`config.mk`:
```
export PLATFORM = sky130hd
export DESIGN_NAME = parser_type_lookup
export DESIGN_NICKNAME = d
export VERILOG_FILES = /design/src/rtl/parser_pkg.sv /design/src/rtl/parser_rule_table.sv /design/src/rtl/parser_type_lookup.sv
export SDC_FILE = /design/constraint.sdc
export NUM_CORES = 2
export LEC_CHECK = 0
export ABC_CLOCK_PERIOD_IN_PS = 8500
export BUFFER_PORTS_ARGS = -buffer_cell sky130_fd_sc_hd__buf_2
export CAP_MARGIN = 10
export CORE_AREA = 2 2 597 599
export DETAILED_ROUTE_END_ITERATION = 8
export DIE_AREA = 0 0 599 601
export PLACE_DENSITY_LB_ADDON = 0.08
export SLEW_MARGIN = 5
export SYNTH_ARGS = -nofsm -noshare
export SYNTH_HDL_FRONTEND = slang
export SYNTH_SLANG_ARGS = --single-unit
```
`constraint.sdc`:
```
create_clock -name i_clk -period 8.5 [get_ports i_clk]
set_input_delay 0.425 -clock i_clk [delete_from_list [all_inputs] [get_ports i_clk]]
set_output_delay 0.425 -clock i_clk [all_outputs]
set_load 0.1 [all_outputs]
```
`src/rtl/parser_pkg.sv`:
```
// Shared parser types and widths: layer descriptor, type-rule entry and lookup result.
package parser_pkg;

  localparam int HEAD_WIDTH      = 512;
  localparam int TAG_WIDTH       = 8;
  localparam int META_WIDTH      = 128;
  localparam int TYPE_NUM        = 2;
  localparam int KEY_NUM         = 8;
  localparam int META_CANDI_NUM  = 4;
  localparam int RULE_NUM        = 8;
  localparam int RULE_IDX_WIDTH  = $clog2(RULE_NUM);
  localparam int KEY_IDX_WIDTH   = $clog2(KEY_NUM);
  localparam int CANDI_IDX_WIDTH = $clog2(META_CANDI_NUM);

  typedef struct packed {
    logic [TYPE_NUM-1:0][5:0]           type_offset;
    logic [HEAD_WIDTH+TAG_WIDTH-1:0]    head;
    logic [META_WIDTH+TAG_WIDTH-1:0]    meta;
  } layer_info_t;

  typedef struct packed {
    logic                                    typeRule_valid;
    logic [TYPE_NUM-1:0][7:0]                typeRule_typeData;
    logic [TYPE_NUM-1:0][7:0]                typeRule_typeMask;
    logic [TYPE_NUM-1:0][5:0]                typeRule_typeOffset;
    logic [KEY_NUM-1:0][5:0]                 typeRule_keyOffset;
    logic [KEY_NUM-1:0][CANDI_IDX_WIDTH-1:0] typeRule_keyReplaceOffset;
    logic [5:0]                              typeRule_headShift;
    logic [5:0]                              typeRule_metaShift;
  } type_rule_t;

  typedef struct packed {
    logic [TYPE_NUM-1:0][5:0]                typeOffset;
    logic [KEY_NUM-1:0][5:0]                 keyOffset;
    logic [META_CANDI_NUM-1:0][KEY_IDX_WIDTH:0] replaceOffset;
    logic [5:0]                              headShift;
    logic [5:0]                              metaShift;
  } lookup_rst_t;

  // The subset of a rule that S2 needs, captured in S1 so later writes cannot disturb it.
  typedef struct packed {
    logic [TYPE_NUM-1:0][5:0]                typeOffset;
    logic [KEY_NUM-1:0][5:0]                 keyOffset;
    logic [KEY_NUM-1:0][CANDI_IDX_WIDTH-1:0] keyReplaceOffset;
    logic [5:0]                              headShift;
    logic [5:0]                              metaShift;
  } win_rule_t;

  function automatic logic [7:0] type_byte(input logic [HEAD_WIDTH-1:0] data,
                                           input logic [5:0] off);
    return 8'(data >> (HEAD_WIDTH - 8 - 8 * int'(off)));
  endfunction

endpackage

```
`src/rtl/parser_rule_table.sv`:
```
// Runtime-writable type-rule table; every entry is visible combinationally.
module parser_rule_table
  import parser_pkg::*;
#(
  parameter int RULE_NUM = parser_pkg::RULE_NUM
) (
  input  logic                      i_clk,
  input  logic                      i_rst_n,
  input  logic                      i_wren,
  input  logic [RULE_IDX_WIDTH-1:0] i_addr,
  input  type_rule_t                i_rule,
  output type_rule_t                o_rules [RULE_NUM]
);

  type_rule_t rules_q [RULE_NUM];

  always_ff @(posedge i_clk or negedge i_rst_n) begin
    if (!i_rst_n) begin
      for (int r = 0; r < RULE_NUM; r++) rules_q[r] <= '0;
    end else if (i_wren) begin
      rules_q[i_addr] <= i_rule;
    end
  end

  assign o_rules = rules_q;

endmodule

```
`src/rtl/parser_type_lookup.sv`:
```
// Per-layer rule match: S1 extracts type bytes and compares against all rules,
// S2 picks the lowest-index hit and builds the lookup result.
module parser_type_lookup
  import parser_pkg::*;
#(
  parameter int RULE_NUM = parser_pkg::RULE_NUM
) (
  input  logic                            i_clk,
  input  logic                            i_rst_n,
  input  logic                            i_info_valid,
  input  layer_info_t                     i_info,
  input  logic                            i_rule_wren,
  input  logic [RULE_IDX_WIDTH-1:0]       i_rule_addr,
  input  type_rule_t                      i_rule,
  output logic                            o_info_valid,
  output logic                            o_hit,
  output logic [RULE_IDX_WIDTH-1:0]       o_hit_idx,
  output lookup_rst_t                     o_lookup_rst,
  output logic [HEAD_WIDTH+TAG_WIDTH-1:0] o_head,
  output logic [META_WIDTH+TAG_WIDTH-1:0] o_meta
);

  type_rule_t rules [RULE_NUM];

  parser_rule_table #(.RULE_NUM(RULE_NUM)) u_rule_table (
    .i_clk   (i_clk),
    .i_rst_n (i_rst_n),
    .i_wren  (i_rule_wren),
    .i_addr  (i_rule_addr),
    .i_rule  (i_rule),
    .o_rules (rules)
  );

  // S1: extract + compare
  logic [HEAD_WIDTH-1:0]    data;
  logic [TYPE_NUM-1:0][7:0] type_b;
  logic [RULE_NUM-1:0]      hit_vec_d;
  win_rule_t                win_d;

  assign data = i_info.head[HEAD_WIDTH+TAG_WIDTH-1:TAG_WIDTH];

  always_comb begin
    hit_vec_d = '0;
    win_d     = '0;
    for (int i = 0; i < TYPE_NUM; i++) type_b[i] = type_byte(data, i_info.type_offset[i]);
    for (int r = 0; r < RULE_NUM; r++) begin
      hit_vec_d[r] = rules[r].typeRule_valid;
      for (int i = 0; i < TYPE_NUM; i++) begin
        if (((type_b[i] ^ rules[r].typeRule_typeData[i]) & rules[r].typeRule_typeMask[i]) != 8'd0)
          hit_vec_d[r] = 1'b0;
      end
    end
    for (int r = RULE_NUM - 1; r >= 0; r--) begin
      if (hit_vec_d[r]) begin
        win_d.typeOffset       = rules[r].typeRule_typeOffset;
        win_d.keyOffset        = rules[r].typeRule_keyOffset;
        win_d.keyReplaceOffset = rules[r].typeRule_keyReplaceOffset;
        win_d.headShift        = rules[r].typeRule_headShift;
        win_d.metaShift        = rules[r].typeRule_metaShift;
      end
    end
  end

  logic                            s1_vld_q;
  logic [RULE_NUM-1:0]             s1_hit_vec_q;
  win_rule_t                       s1_win_q;
  logic [HEAD_WIDTH+TAG_WIDTH-1:0] s1_head_q;
  logic [META_WIDTH+TAG_WIDTH-1:0] s1_meta_q;

  always_ff @(posedge i_clk or negedge i_rst_n) begin
    if (!i_rst_n) s1_vld_q <= 1'b0;
    else          s1_vld_q <= i_info_valid;
  end

  always_ff @(posedge i_clk) begin
    if (i_info_valid) begin
      s1_hit_vec_q <= hit_vec_d;
      s1_win_q     <= win_d;
      s1_head_q    <= i_info.head;
      s1_meta_q    <= i_info.meta;
    end
  end

  // S2: select + build
  logic                      hit_d;
  logic [RULE_IDX_WIDTH-1:0] hit_idx_d;
  lookup_rst_t               rst_d;

  always_comb begin
    hit_d     = |s1_hit_vec_q;
    hit_idx_d = '0;
    rst_d     = '0;
    for (int r = RULE_NUM - 1; r >= 0; r--)
      if (s1_hit_vec_q[r]) hit_idx_d = RULE_IDX_WIDTH'(r);
    if (hit_d) begin
      rst_d.typeOffset = s1_win_q.typeOffset;
      rst_d.keyOffset  = s1_win_q.keyOffset;
      rst_d.headShift  = s1_win_q.headShift;
      rst_d.metaShift  = s1_win_q.metaShift;
      for (int j = 0; j < META_CANDI_NUM; j++) begin
        for (int k = KEY_NUM - 1; k >= 0; k--) begin
          if (s1_win_q.keyOffset[k][5] && (s1_win_q.keyReplaceOffset[k] == CANDI_IDX_WIDTH'(j)))
            rst_d.replaceOffset[j] = {1'b1, KEY_IDX_WIDTH'(k)};
        end
      end
    end
  end

  logic                            vld_q;
  logic                            hit_q;
  logic [RULE_IDX_WIDTH-1:0]       hit_idx_q;
  lookup_rst_t                     rst_q;
  logic [HEAD_WIDTH+TAG_WIDTH-1:0] head_q;
  logic [META_WIDTH+TAG_WIDTH-1:0] meta_q;

  always_ff @(posedge i_clk or negedge i_rst_n) begin
    if (!i_rst_n) begin
      vld_q     <= 1'b0;
      hit_q     <= 1'b0;
      hit_idx_q <= '0;
      rst_q     <= '0;
      head_q    <= '0;
      meta_q    <= '0;
    end else begin
      vld_q <= s1_vld_q;
      if (s1_vld_q) begin
        hit_q     <= hit_d;
        hit_idx_q <= hit_idx_d;
        rst_q     <= rst_d;
        head_q    <= s1_head_q;
        meta_q    <= s1_meta_q;
      end
    end
  end

  assign o_info_valid = vld_q;
  assign o_hit        = hit_q;
  assign o_hit_idx    = hit_idx_q;
  assign o_lookup_rst = rst_q;
  assign o_head       = head_q;
  assign o_meta       = meta_q;

endmodule

```
# --- Word level (Yosys, flattened, before mapping) ---
# Index checks and enable logic that the tools add are counted.
op_classes:
  n_addsub: 2
  magnitude_cmp: 2
  n_eq_ne: 24
  shifts: 2
  muxes: 68
  bitwise: 33
  n_reduce_logical: 58
ops:
  columns: ["op", "count"]
  rows:
  - ["$shr 512x32->8", 2]
  - ["$bwmux 968", 1]
  - ["$mux 88", 9]
  - ["$demux 121 s3", 1]
  - ["$and 8x8->8", 16]
  - ["$mux 4", 32]
  - ["$reduce_bool 8->1", 16]
  - ["$xor 8x8->8", 16]
  - ["$mux 121", 1]
  - ["$logic_and 1x1->1", 33]
  - ["$eq 2x2->1 const B", 16]
  - ["$mux 3", 8]
  - ["$sub 9x9->10 const A", 2]
  - ["$eq 2x1->1 const B", 8]
  - ["$logic_not 2->1", 8]
  - ["$mux 1", 16]
  - ["$reduce_or 8->1", 1]
  - ["$ge 4x4->1 const B", 1]
  - ["$lt 4x1->1 const B", 1]
  - ["$not 3->4", 1]
word_totals:
  regBits: 2470
  input_bits: 796
  output_inout_bits: 749
  word_cells: 434

# --- Depth between registers and ports, before layout ---
depth:
  ltp_word: 15
  depth_mapped: 22
  ltp_nobuf: 13

# --- Cells and area by module ---
# A second synthesis with hierarchy kept.
hier_totals:
  cells_unflattened: 6841
  hier_area_um2: 105645.1
modules_own_cells:
  columns: ["mod", "n_inst", "cells_each", "area_per_inst_um2", "seq_area_each_um2"]
  rows:
  - ["parser_type_lookup", 1, 4792, 69808.2, 41349.7]
  - ["parser_rule_table", 1, 2049, 35836.9, 24223.2]

# --- Worst setup path before layout ---
# Ideal clock, no wire load.
synth_timing:
  path_type: "input to register"
  startpoint: "input port i_info[656] in the netlist's numbering"
  endpoint: "register s1_win_q[71] in the netlist's numbering, data pin"
  setup_ns: 0.262
  arrival_ns: 4.203
  setup_slack_ns: 4.035
  cell_stages: 17
  cell_sequence: "buf_4 -> buf_4 -> buf_4 -> mux2i_1 -> a22oi_1 -> a21oi_1 -> nor4_1 -> mux2i_4 -> xnor2_1 -> a2111oi_0 -> o2111ai_1 -> or4_1 -> buf_2 -> clkbuf_1 -> clkbuf_1 -> o221ai_1 -> a2bb2oi_1"
synth_rtl:
  columns: ["item", "line_no", "source"]
  rows:
  - ["start: declaration", "parser_type_lookup.sv:11", "input layer_info_t i_info,"]
  - ["end signal: assignment", "parser_type_lookup.sv:78", "s1_win_q <= win_d;"]
  - ["end: declaration", "parser_type_lookup.sv:66", "win_rule_t s1_win_q;"]

==> results.ini <==
[yosys]
synth_simple_gate_area_share = 0.03422
syn_nets = 7522
yosysTopAreaCellShare = 0.4161
post_synth_main_area_contributors = dfrtp_1 42%, edfxtp_1 22%, mux2_2 18%, mux4_2 3.4%, mux2i_1 2.4%
syn_area_mm2 = 0.1033
synth_top_family_by_area = multiplexers
postSynthCellCount = 6726
yosys.area.top_type = dfrtp_1
ys.flop_type = dfrtp_1
synthXorXnorAreaFrac = 0.01043
synth_compound_area_frac = 0.06168
synth-seq-area-share = 0.6347
yosys_warnings = 0
synth.mux.area_fraction = 0.2359
synth_seq_cells = 2470
yosysUniqueCellTypes = 90
synth_edf_count = 752
yosysMostFrequentCell = dfrtp_1
synthTopCellsByCount = 1,718 x dfrtp_1, 1,626 x mux2_2, 752 x edfxtp_1, 299 x nand2_1, 260 x clkbuf_1
syn_area_per_cell_um2 = 15.36
synthArstFlopShare = 0.6955
synthAdderAreaFrac = 0

[floorplan]
die_y_um = 601
io_pins = 1545
start_util = 0.2918
core_area_mm2 = 0.3540
dieWidth_um = 599
rows = 219
die_area_mm2 = 0.3600

[timing]
setup_viol = 0
max_freq_ghz = 0.1592
clock_skew_ns = 0.04904
hold_viol_final = 0
period_needed_ns = 6.282
max_slew.worst_pin.slew_ns = 1.343
slew_viol_final = 0
rsz0062_at_grt = false
fin_crit_sh = 0.7391
tns_ns = 0
relSlewSlack = 0.1047

[critical_path]
cp-end-kind = register
cp-start-kind = input port
arrival_ns = 6.91
cp.required_ns = 9.13
crit_type = in2reg
crit_fanout = 50

[cells_and_area]
drive_above_1_share = 0.4271
design_area_mm2 = 0.1345
syn_to_final_growth_pct = 30.15
layout.nets = 9836

[global_routing]
use_met1 = 0.3462
first_global_vias = 73800
grt_use_met3 = 0.05309
use_met2 = 0.4582
grt_usage = 0.2762
antenna_found_initial = 181
grt_overflow = 0
grt_max_degree = 157
top_usage_layer = met2
grt_pass1_wl_um = 678900

[clock_tree]
cts_tree = yes
clk_latency_ns = 0.94
postCtsResizedCells = 0
htreeDepth = 5
post_cts_buffers = 0
clockBufferDepth = 4
cts_made_buffers = 301
clock_sinks = 2470
clkTransAtPathRegs_ns = 0.06
cts_root_buf = clkbuf_16
cts_hold_buf = 777

[worst_hold_path]
hold_class = in2reg

[detailed_routing]
drt_iter0_markers = 6267
routedWlPerCell_um = 36.13
drcViolationCount = 0
drt-total-wl_um = 509900
via_per_inst = 5.174
dr.pass1.iters = 5
num_vias = 73010
drtAntennaViolNets = 0

[place]
hpwl_um = 371600
place.gp.congestion = 0.9257
place_area_mm2 = 0.1166
port_buffers = 1544

[power]
p_leak_uw = 0.05564
total_power_uw = 38060
ir_drop_mv = 0.1834
power_density_mw_per_mm2 = 283.1

[status]
status = finished, final reports clean

[flow_run]
drv_cap = 0

==> layout by cell type (no fill, tap or decap), types with 109 or more instances in the layout <==
cell type      synthesis  final
a21oi_1              136    136
a22oi_1              210    210
buf_2                 83   1536
clkbuf_16              0    311
dfrtp_1             1718   1717
dlygate4sd3_1          0    777
edfxtp_1             752    752
inv_1                109    109
mux2_2              1626   1626
mux2i_1              252    251
mux4_2               156    156
nand2_1              299    299
nand3_1              117    117
nor2b_1              116    112
==> cell type report <==
type                       count  area [um^2]
fill                       34040       219600
sequential                  2470        65580
multi-input combinational   3716        35470
timing repair buffer        2437        16930
clock buffer                 444         8752
tap                         4751         5944
clock inverter               102         1171
inverter                     114        432.9
antenna                       78        195.2
==> critical path, stage by stage <==
cell	delay (ns)
buf_4	0.58
nor2b_4	1.08
a22oi_1	0.26
a21oi_1	0.65
nor4_2	0.22
mux2i_4	0.40
xnor2_1	0.10
a2111oi_0	0.48
o2111ai_1	0.44
or4_4	0.70
buf_4	0.35
buf_4	0.52
o221ai_1	0.37
a32oi_2	0.08
==> flip-flops by register name, summed over array words and instances (netlist names) <==
| register | flops |
|---|---|
| o_head | 520 |
| o_hit | 1 |
| o_hit_idx | 3 |
| o_info_valid | 1 |
| o_lookup_rst | 88 |
| o_meta | 136 |
| s1_head_q | 520 |
| s1_hit_vec_q | 8 |
| s1_meta_q | 136 |
| s1_vld_q | 1 |
| s1_win_q | 88 |
| u_rule_table.o_rules | 968 |
==> report_power, final <==
group / switching (uW) / internal, uW
logic: 6940 / 2630
clock network: 5480 / 7670
registers: 1130 / 14200
total: 13500 / 24500
==> final timing paths <==
kind | startpoint | endpoint | slack (ns) | cells after the start
min in group asynchronous | i_rst_n | o_head[138]$_DFFE_PN0P_ | 0.14 | 2
hold / removal | i_info_valid | s1_head_q[401]$_DFFE_PP_ | 0.04 | 1
setup / recovery | i_info[657] | s1_win_q[41]$_DFFE_PP_ | 2.22 | 14
setup reg to reg | u_rule_table.o_rules[703]$_DFFE_PN0P_ | s1_win_q[41]$_DFFE_PP_ | 4.24 | 10
max in group asynchronous | i_rst_n | o_lookup_rst[16]$_DFFE_PN0P_ | 6.15 | 4
hold reg to reg | s1_head_q[67]$_DFFE_PP_ | o_head[67]$_DFFE_PN0P_ | 0.45 | 1
==> cell families (layout without fill, tap and decap cells) <==
logic type | count (synthesis) | in the layout
flip-flops | 2470 | 2470
multiplexers | 2035 | 2035
AO/OA/AOI/OAI | 845 | 845
AND/OR/NAND/NOR | 713 | 713
buffers and inverters | 540 | 3097
XOR/XNOR | 123 | 123
other | 0 | 78
==> routing by layer <==
layer	vias up	wire, um
met4	58	28220
met5	-	376
met3	853	31560
met2	2769	244100
met1	39300	205600
li1	30030	-
==> per-stage QoR <==
stage / hold slack (ns) / instances / util / worst slack [ns]
final: 0.03501 / 14110 / 0.3798 / 2.218
after global routing: 0.02443 / 14080 / 0.3796 / 2.060
after CTS: 0.003997 / 14030 / 0.3793 / 2.332
after detailed placement: 0.4424 / 12710 / 0.3293 / 1.348
after global placement: 0.4331 / 12710 / 0.3293 / 0.7960
after floorplan: 0.1294 / 6726 / - / 4.035
(Power assumes the default switching activity.)
